===== src/rtl/alu_pkg.sv =====
// Shared definitions for the ALU-sharing arbiter: ALUsel codes, default
// widths and the per-requester field bundle.
package alu_pkg;

  localparam int unsigned XLEN_DEF = 32;
  localparam int unsigned TAGW_DEF = 4;

  typedef enum logic [3:0] {
    ALU_ADD  = 4'b0000,
    ALU_SUB  = 4'b0001,
    ALU_OR   = 4'b0100,
    ALU_AND  = 4'b0101,
    ALU_XOR  = 4'b0111,
    ALU_SLL  = 4'b1000,
    ALU_SRL  = 4'b1001,
    ALU_SRA  = 4'b1011,
    ALU_SLT  = 4'b1101,
    ALU_SLTU = 4'b1111
  } alu_sel_e;

  typedef struct packed {
    logic [XLEN_DEF-1:0] a;
    logic [XLEN_DEF-1:0] b;
    logic [3:0]          sel;
    logic [TAGW_DEF-1:0] tag;
  } alu_req_t;

endpackage


===== src/rtl/alu_share_arbiter_if.sv =====
// Request, ALU-drive and response signals of the ALU-sharing arbiter.
interface alu_share_arbiter_if
  import alu_pkg::*;
#(
  parameter int unsigned XLEN = XLEN_DEF,
  parameter int unsigned TAGW = TAGW_DEF
);

  logic            flush;
  logic [1:0]      req_valid;
  logic [1:0]      req_ready;
  logic [XLEN-1:0] req0_a;
  logic [XLEN-1:0] req0_b;
  logic [3:0]      req0_sel;
  logic [TAGW-1:0] req0_tag;
  logic [XLEN-1:0] req1_a;
  logic [XLEN-1:0] req1_b;
  logic [3:0]      req1_sel;
  logic [TAGW-1:0] req1_tag;
  logic [XLEN-1:0] alu_a;
  logic [XLEN-1:0] alu_b;
  logic [3:0]      alu_sel;
  logic [XLEN-1:0] alu_r;
  logic            rsp_valid;
  logic            rsp_ready;
  logic            rsp_id;
  logic [TAGW-1:0] rsp_tag;
  logic [XLEN-1:0] rsp_data;

  // Environment side: requesters, response consumer and the ALU itself.
  modport master (
    output flush, req_valid, req0_a, req0_b, req0_sel, req0_tag,
           req1_a, req1_b, req1_sel, req1_tag, alu_r, rsp_ready,
    input  req_ready, alu_a, alu_b, alu_sel, rsp_valid, rsp_id, rsp_tag,
           rsp_data
  );

  // Arbiter side.
  modport slave (
    input  flush, req_valid, req0_a, req0_b, req0_sel, req0_tag,
           req1_a, req1_b, req1_sel, req1_tag, alu_r, rsp_ready,
    output req_ready, alu_a, alu_b, alu_sel, rsp_valid, rsp_id, rsp_tag,
           rsp_data
  );

endinterface


===== src/rtl/alu_share_arbiter_rr_arb2.sv =====
// Two-way round-robin arbiter. i_ptr is the last requester granted; under
// contention the other requester wins.
module rr_arb2 (
  input  logic [1:0] i_req,
  input  logic       i_en,
  input  logic       i_ptr,
  output logic [1:0] o_gnt
);

  // One-hot grant, or none when disabled or idle.
  always_comb begin
    o_gnt = '0;
    if (i_en) begin
      case (i_req)
        2'b01:   o_gnt = 2'b01;
        2'b10:   o_gnt = 2'b10;
        2'b11:   o_gnt = i_ptr ? 2'b01 : 2'b10;
        default: o_gnt = '0;
      endcase
    end
  end

endmodule


===== src/rtl/alu_share_arbiter.sv =====
// Shares one external combinational ALU between the execute path (port 0)
// and the address/branch-compare path (port 1). Winner's operands drive the
// ALU; the result, id and tag are captured into a one-entry response slot.
module alu_share_arbiter
  import alu_pkg::*;
#(
  parameter int unsigned XLEN = XLEN_DEF,
  parameter int unsigned TAGW = TAGW_DEF
) (
  input logic               clk,
  input logic               rst,
  alu_share_arbiter_if.slave bus
);

  logic            r_ptr;
  logic            r_rsp_valid;
  logic            r_rsp_id;
  logic [TAGW-1:0] r_rsp_tag;
  logic [XLEN-1:0] r_rsp_data;

  logic            w_free;
  logic            w_en;
  logic [1:0]      w_gnt;
  alu_req_t        w_req0;
  alu_req_t        w_req1;
  alu_req_t        w_win;

  // Slot can take a new result if empty or being drained this cycle.
  assign w_free = !r_rsp_valid || bus.rsp_ready;
  assign w_en   = !bus.flush && w_free;

  rr_arb2 u_arb (
    .i_req (bus.req_valid),
    .i_en  (w_en),
    .i_ptr (r_ptr),
    .o_gnt (w_gnt)
  );

  assign bus.req_ready = w_gnt;

  // Bundle each requester's fields.
  always_comb begin
    w_req0     = '0;
    w_req0.a   = bus.req0_a;
    w_req0.b   = bus.req0_b;
    w_req0.sel = bus.req0_sel;
    w_req0.tag = bus.req0_tag;
    w_req1     = '0;
    w_req1.a   = bus.req1_a;
    w_req1.b   = bus.req1_b;
    w_req1.sel = bus.req1_sel;
    w_req1.tag = bus.req1_tag;
  end

  // Winner mux; zero (ADD 0+0) when nobody is granted keeps the ALU quiet.
  always_comb begin
    w_win = '0;
    if (w_gnt[0])      w_win = w_req0;
    else if (w_gnt[1]) w_win = w_req1;
  end

  assign bus.alu_a   = w_win.a;
  assign bus.alu_b   = w_win.b;
  assign bus.alu_sel = w_win.sel;

  // Response slot: flush beats a new grant, which beats a plain drain.
  always_ff @(posedge clk or posedge rst) begin
    if (rst) begin
      r_rsp_valid <= 1'b0;
      r_rsp_id    <= 1'b0;
      r_rsp_tag   <= '0;
      r_rsp_data  <= '0;
    end else if (bus.flush) begin
      r_rsp_valid <= 1'b0;
    end else if (|w_gnt) begin
      r_rsp_valid <= 1'b1;
      r_rsp_id    <= w_gnt[1];
      r_rsp_tag   <= w_win.tag;
      r_rsp_data  <= bus.alu_r;
    end else if (bus.rsp_ready && r_rsp_valid) begin
      r_rsp_valid <= 1'b0;
    end
  end

  // Last-grant pointer; reset to 1 so requester 0 wins first contention.
  always_ff @(posedge clk or posedge rst) begin
    if (rst) begin
      r_ptr <= 1'b1;
    end else if (w_gnt[0]) begin
      r_ptr <= 1'b0;
    end else if (w_gnt[1]) begin
      r_ptr <= 1'b1;
    end
  end

  assign bus.rsp_valid = r_rsp_valid;
  assign bus.rsp_id    = r_rsp_id;
  assign bus.rsp_tag   = r_rsp_tag;
  assign bus.rsp_data  = r_rsp_data;

endmodule

===== src/flat_wrapper.sv =====
// flat-port wrapper written by rule: the top's interface ports become plain ports
module alu_share_arbiter_flat import alu_pkg::*;
#(
  parameter int unsigned XLEN = XLEN_DEF,
  parameter int unsigned TAGW = TAGW_DEF
)
  (clk, rst, bus_flush, bus_req_valid, bus_req0_a, bus_req0_b, bus_req0_sel, bus_req0_tag, bus_req1_a, bus_req1_b, bus_req1_sel, bus_req1_tag, bus_alu_r, bus_rsp_ready, bus_req_ready, bus_alu_a, bus_alu_b, bus_alu_sel, bus_rsp_valid, bus_rsp_id, bus_rsp_tag, bus_rsp_data);
  alu_share_arbiter_if #(.XLEN(XLEN), .TAGW(TAGW)) bus_i ();
  input logic clk;
  input logic rst;
  input wire logic [$bits(bus_i.flush)-1:0] bus_flush;
  input wire logic [$bits(bus_i.req_valid)-1:0] bus_req_valid;
  input wire logic [$bits(bus_i.req0_a)-1:0] bus_req0_a;
  input wire logic [$bits(bus_i.req0_b)-1:0] bus_req0_b;
  input wire logic [$bits(bus_i.req0_sel)-1:0] bus_req0_sel;
  input wire logic [$bits(bus_i.req0_tag)-1:0] bus_req0_tag;
  input wire logic [$bits(bus_i.req1_a)-1:0] bus_req1_a;
  input wire logic [$bits(bus_i.req1_b)-1:0] bus_req1_b;
  input wire logic [$bits(bus_i.req1_sel)-1:0] bus_req1_sel;
  input wire logic [$bits(bus_i.req1_tag)-1:0] bus_req1_tag;
  input wire logic [$bits(bus_i.alu_r)-1:0] bus_alu_r;
  input wire logic [$bits(bus_i.rsp_ready)-1:0] bus_rsp_ready;
  output wire logic [$bits(bus_i.req_ready)-1:0] bus_req_ready;
  output wire logic [$bits(bus_i.alu_a)-1:0] bus_alu_a;
  output wire logic [$bits(bus_i.alu_b)-1:0] bus_alu_b;
  output wire logic [$bits(bus_i.alu_sel)-1:0] bus_alu_sel;
  output wire logic [$bits(bus_i.rsp_valid)-1:0] bus_rsp_valid;
  output wire logic [$bits(bus_i.rsp_id)-1:0] bus_rsp_id;
  output wire logic [$bits(bus_i.rsp_tag)-1:0] bus_rsp_tag;
  output wire logic [$bits(bus_i.rsp_data)-1:0] bus_rsp_data;
  assign bus_i.flush = bus_flush;
  assign bus_i.req_valid = bus_req_valid;
  assign bus_i.req0_a = bus_req0_a;
  assign bus_i.req0_b = bus_req0_b;
  assign bus_i.req0_sel = bus_req0_sel;
  assign bus_i.req0_tag = bus_req0_tag;
  assign bus_i.req1_a = bus_req1_a;
  assign bus_i.req1_b = bus_req1_b;
  assign bus_i.req1_sel = bus_req1_sel;
  assign bus_i.req1_tag = bus_req1_tag;
  assign bus_i.alu_r = bus_alu_r;
  assign bus_i.rsp_ready = bus_rsp_ready;
  assign bus_req_ready = bus_i.req_ready;
  assign bus_alu_a = bus_i.alu_a;
  assign bus_alu_b = bus_i.alu_b;
  assign bus_alu_sel = bus_i.alu_sel;
  assign bus_rsp_valid = bus_i.rsp_valid;
  assign bus_rsp_id = bus_i.rsp_id;
  assign bus_rsp_tag = bus_i.rsp_tag;
  assign bus_rsp_data = bus_i.rsp_data;
  alu_share_arbiter #(.XLEN(XLEN), .TAGW(TAGW)) u_core (.clk(clk), .rst(rst), .bus(bus_i));
endmodule

===== config.mk =====
export PLATFORM = sky130hd
export DESIGN_NAME = alu_share_arbiter_flat
export DESIGN_NICKNAME = d
export VERILOG_FILES = /design/src/rtl/alu_pkg.sv /design/src/rtl/alu_share_arbiter_if.sv /design/src/rtl/alu_share_arbiter_rr_arb2.sv /design/src/rtl/alu_share_arbiter.sv /design/src/flat_wrapper.sv
export SDC_FILE = /design/constraint.sdc
export NUM_CORES = 1
export LEC_CHECK = 0
export BUFFER_PORTS_ARGS = -buffer_cell sky130_fd_sc_hd__buf_2
export CAP_MARGIN = 15
export CORE_AREA = 4 4 110 112
export CTS_CLUSTER_SIZE = 24
export DETAILED_ROUTE_END_ITERATION = 8
export DIE_AREA = 0 0 114 116
export GPL_ROUTABILITY_DRIVEN = 0
export PLACE_DENSITY_LB_ADDON = 0.12
export SLEW_MARGIN = 10
export SYNTH_ARGS = -nofsm -noshare
export SYNTH_HDL_FRONTEND = slang
export SYNTH_SLANG_ARGS = --single-unit

===== constraint.sdc =====
create_clock -name clk -period 4.2 [get_ports clk]
set_input_delay 0.42 -clock clk [delete_from_list [all_inputs] [get_ports clk]]
set_output_delay 0.42 -clock clk [all_outputs]
set_load 0.05 [all_outputs]

=== Word level (Yosys, flattened, before mapping) ===
Index checks and enable logic that the tools add are counted.

* ROM bits: 0
* Register bits: 39
* Logic and storage cells: 28
* Latch bits: 0
* RAM bits: 0
* Input port bits: 182
* Output and inout port bits: 108
* Memories: 0

* Muxes and demuxes: 10
* Bitwise logic cells: 1
* Multipliers: 0
* Equal/unequal tests: 3
* $lt $le $gt $ge: 0
* Shift operators: 0
* Reductions and logical operators: 9
* $add $sub $neg: 0
* Div/mod/pow operators: 0

{| class="wikitable"
|+ Operators by type and width
! cell !! count
|-
| $mux W72 || 2
|-
| $pmux W2 S3 || 1
|-
| $mux W1 || 5
|-
| $eq A2 B2 Y1 const B || 2
|-
| $mux W2 || 2
|-
| $reduce_bool A3 Y1 || 1
|-
| $eq A2 B1 Y1 const B || 1
|-
| $logic_and A1 B1 Y1 || 2
|-
| $logic_not A1 Y1 || 2
|-
| $reduce_and A2 Y1 || 1
|-
| $reduce_bool A2 Y1 || 1
|-
| $reduce_or A2 Y1 || 1
|-
| $logic_or A1 B1 Y1 || 1
|-
| $not A1 Y1 || 1
|}

=== Logic depth before layout (Yosys ltp) ===
* Word-level depth: 7
* Mapped depth: 7
* Depth with buffers taken out: 3

=== Modules after synthesis ===
Synthesis repeated with hierarchy kept, for this count alone.

* Cells, all modules: 265
* Area total of the unflattened synthesis: 2907.8 um2

{| class="wikitable"
|+ By module, submodules not included
! module !! cells an instance !! instances !! seq. area each (um2) !! area an instance (um2)
|-
| alu_share_arbiter || 260 || 1 || 977.2 || 2886.5
|-
| rr_arb2 || 5 || 1 || 0.0 || 21.3
|}

=== Least setup slack after synthesis ===
No wires, ideal clock.

* Path kind: register to output
* From: reg u_core.r_rsp_valid, in the netlist u_core.bus.rsp_valid
* To: out bus_alu_a[24]
* Arrival time: 2.006 ns
* Data required time: 3.780 ns
* Stages on the path, launching flop included: 7
* Buffers on the path: 3
* Setup slack: 1.774 ns
* Cell sequence: dfrtp_1 -> nor2b_1 -> buf_4 -> a2111oi_4 -> buf_2 -> a22o_1 -> buf_4

{| class="wikitable"
|+ RTL lines
! item !! RTL line !! source
|-
| from (decl) || alu_share_arbiter.sv:16 || <nowiki>logic r_rsp_valid;</nowiki>
|-
| from (signal assigned) || alu_share_arbiter.sv:69 || <nowiki>r_rsp_valid <= 1'b0;</nowiki>
|-
| from (signal assigned) || alu_share_arbiter.sv:74 || <nowiki>r_rsp_valid <= 1'b0;</nowiki>
|-
| from (signal assigned) || alu_share_arbiter.sv:76 || <nowiki>r_rsp_valid <= 1'b1;</nowiki>
|-
| to (decl) || flat_wrapper.sv:24 || <nowiki>output wire logic [$bits(bus_i.alu_a)-1:0] bus_alu_a;</nowiki>
|}

=== Worst setup path in the final report ===
* From: reg u_core.r_rsp_valid, in the netlist u_core.bus.rsp_valid
* To: out bus_alu_b[28]

* Cells in the longest elaborated chain, start to end: 6

{| class="wikitable"
|+ RTL lines
! item !! RTL line !! source
|-
| $logic_not A1 Y1 (*) || alu_share_arbiter.sv:29 || <nowiki>assign w_free = !r_rsp_valid || bus.rsp_ready;</nowiki>
|-
| $logic_or A1 B1 Y1 (*) || alu_share_arbiter.sv:29 ||
|-
| $logic_and A1 B1 Y1 (*) || alu_share_arbiter.sv:30 || <nowiki>assign w_en = !bus.flush && w_free;</nowiki>
|-
| $mux W2 (*) || alu_share_arbiter_rr_arb2.sv:13 || <nowiki>if (i_en) begin</nowiki>
|-
| $mux W72 || alu_share_arbiter.sv:59 || <nowiki>else if (w_gnt[1]) w_win = w_req1;</nowiki>
|-
| $mux W72 (*) || alu_share_arbiter.sv:58 || <nowiki>if (w_gnt[0]) w_win = w_req0;</nowiki>
|-
| to (decl) || flat_wrapper.sv:25 || <nowiki>output wire logic [$bits(bus_i.alu_b)-1:0] bus_alu_b;</nowiki>
|}

Mark *: on every way between the ends. The rest lies on a longest branch, timed or not.

==> run summary <==
The run finished with clean final reports. The register-to-register setup slack is 2.29 ns. The share of synthesized registers carrying an async set or reset is 100%. The worst pin sits at a relative slew slack of 58.2%. The final global-route overflow total came out at 0. The endpoint of the most critical register-to-register path is u_core.bus.rsp_tag[0].

The reg-to-reg startpoint is u_core.bus.rsp_valid. The growth of design area from synthesis to finish came out at 43.6%. The core outline area is 11200 um^2. The post-CTS resize count is 0. The number of antenna violations at the first check in global routing came out at 2. The kind of critical path is register to output pin. The net count after synthesis is 431.

Of the total synthesized cell area, the portion taken by full adders, half adders and majority gates is 0%. The post-synthesis mux area share came out at 12.9%. The global-route total usage across every layer is 12.7%. The simple-gate share of the synthesized area came out at less than 1%. Setup repair after global routing left no endpoint under its margin. The CTS tree is built.

The clock tree synthesis step divided the H-tree into 2 levels. The worst hold path belongs to the class input pin to async pin. The post-layout total power is 1.76 mW. 290 I/O pins were placed. The final setup violation count is 0. The parity-gate share of the synthesized area counting xor and xnor cells is 0%. The number of vias per cell is 4.49.

The post-cts hold buffer count came out at 0. The required time of the worst setup path is approximately 3.8 ns. The tree is rooted in a clkbuf_16.

Entering global routing, the biggest net connects 63 pins. The highest ir drop seen on vdd is 0.242 mV. The cell area after technology mapping came out at 2790 um^2. For this design the ratio of total power to cell area is 438 nW/um^2. The clock latency at the later pin of the worst-skew pair came out at ~0.27 ns. The clock period minus worst slack came out at 2.82 ns.

The number of pins exceeding their max-slew limit in the final report came out at 0. The share of the synthesized area in the top cell type is around 34%. For this block, the initial DRC count from the detailed router was 127. The die covers 13200 um^2. dfrtp_1 takes more of the synthesized area than any other cell. The total wirelength of the detailed-routed design is 9710 um. Port buffering added 289 buffers. For this run, the register share of the synthesized area comes to between 30% and 40%. The area fraction in compound gates after synthesis is around 27%. Final hold analysis gives a worst-case slack of 0.140 ns. The detailed-route via count came out at about 2700. For this run, the number of Yosys warnings is 0. For this run, the leading register cell type out of synthesis is dfrtp_1.

In this run the post-CTS setup repair buffer count came out at 0. The type of destination of the critical path is an output pin. Timing would allow up to 0.355 GHz. The tool flagged a number of max-cap violations equal to 0. Of the cells placed in the final design, the portion with a size suffix greater than 1 is 71.6%. The number of flops mapped to enable cells by yosys came out at 0. The clock-pin slew on the worst setup and hold paths came out at 0.06 ns. The sum of negative setup slack is 0 ns.

The number of register bits inferred by synthesis came out at 39. The wire length of the first global-routing pass came out at 13300 um. The analysis attributes to cell leakage a power of 2.24 nW.

The layout net count came out at approximately 650. The detailed-route wire length per cell is 15.9 um. CTS saw 39 sinks. Among all cell types in the netlist, the one instantiated most often is buf_4.

The cell count after synthesis came out at between 200 and 250. Fill cells in the final layout number 1174. The via count of the first global-routing pass is roughly 2600.

After synthesis, the largest family of logic cells by area is compound AO/OA/AOI/OAI gates. Sorting the synthesized cells by area gives the leading types as dfrtp_1, buf_4, a22o_1, mux2_2, mux2_1. The clock passes through at most 2 buffers. The post-synthesis average cell area is roughly 11 um^2. By count the netlist is led by buf_4, a22o_1, dfrtp_1. Measured in cells, the most critical reg-to-reg path has a length of 5. The first detailed-routing pass took 4 iterations. The HPWL after detailed placement is approximately 8100 um. The number of buffers inserted during clock tree synthesis is 5. At the pin with the least slew margin, the transition time is 0.623 ns. The worst path arrival time is 2.40 ns. The final setup skew came out at 0.00318 ns. The synthesized netlist contains 17 unique library cells. STA classifies the critical path startpoint as a register.

The chip height came out at 116 um. The residual DRC count came out at 0. The highest net fanout along the worst path came out at 62.

The count of standard-cell rows is 39. The number of failing hold endpoints at the final stage is 0. The die outline width is roughly 110 um. For this configuration, the core starts out at a cell density of 24.8%.

The final cycle utilization of the critical path is 67.0%. The count of nets left with antenna violations once routing finished came out at 0.
## worst max-delay path: stages (launching register included)
cell,delay [ns]
dfrtp_1,0.37
nor2b_1,0.12
buf_4,0.17
a2111oi_4,0.34
buf_4,0.56
a22o_1,0.25
buf_2,0.27
## final cells by class
cell class              count  area [um^2]  share of cell area (%)
diodes                      2         5.00                   0.125
clock buffers               6          129                    3.22
clock inverters             2         60.1                    1.50
inverters                   5         18.8                   0.469
multi-input cells         116         1140                    28.4
flip-flops and latches     39          977                    24.4
well taps                 143          179                    4.47
repair buffers            296         1500                    37.4
## power breakdown
group	internal, mW	switching, mW	total, mW
combinational	0.235	0.572	0.807
clock	0.340	0.141	0.481
sequential	0.438	0.0292	0.467
## per-layer routing
| layer | global-route usage [%] | part of all wire (%) | vias to the layer above |
|---|---|---|---|
| met4 | 3.48 | 1.3 | 0 |
| met2 | 22.3 | 52 | 167 |
| met3 | 4.44 | 12 | 10 |
| met5 | 0 | 0 | - |
| met1 | 14.6 | 34 | 1268 |
| li1 | - | - | 1290 |
## through the flow
step           setup slack, ns  instances  util (%)  cell area (um^2)
3_5_place_dp              1.63        599      34.0              3810
3_3_place_gp              1.64        599      34.0              3810
4_1_cts                   1.38        607      35.6              4000
2_1_floorplan             1.77        249         -              2790
6_report                  1.38        609      35.7              4010
5_1_grt                   1.24        609      35.7              4010
## cell families (layout without fill, tap and decap cells)
kind of cell,after synthesis,after routing
compound gates,81,81
flops,39,39
simple gates,3,3
buf+inv,94,309
other cells,0,2
mux,32,32
## cell usage in the layout, fill, tap and decap left out
master / instances
buf_2: 289
a22o_1: 68
dfrtp_1: 38
mux2_2: 24
mux2_1: 8
buf_4: 7
clkbuf_16: 5
inv_1: 4
o31a_1: 4
a221o_1: 4
diode_2: 2
a2111oi_4: 2
o21bai_1: 2
bufinv_16: 2
nor2b_1: 1
nor2_1: 1
nor3_4: 1
clkinv_1: 1
o21ba_2: 1
clkbuf_1: 1
dfstp_2: 1
## registers in the layout, summed over array words and instances, names as in the netlist
register and flops:
u_core.bus.rsp_data 32, u_core.bus.rsp_tag 4, u_core.bus.rsp_id 1, u_core.r_ptr 1, u_core.bus.rsp_valid 1
## worst max-delay path by stage
stage	from	end	slack [ns]	depth (start not counted)
2_1_floorplan	u_core.bus.rsp_valid	bus_alu_a[24]	1.77	6
3_3_place_gp	bus_rsp_ready	bus_alu_a[1]	1.64	7
3_5_place_dp	bus_rsp_ready	bus_alu_b[28]	1.63	7
4_1_cts	u_core.bus.rsp_valid	bus_alu_b[28]	1.38	6
5_1_grt	u_core.bus.rsp_valid	bus_alu_a[2]	1.24	6
6_report	u_core.bus.rsp_valid	bus_alu_b[28]	1.38	6
Power figures use the tool's default switching activity.
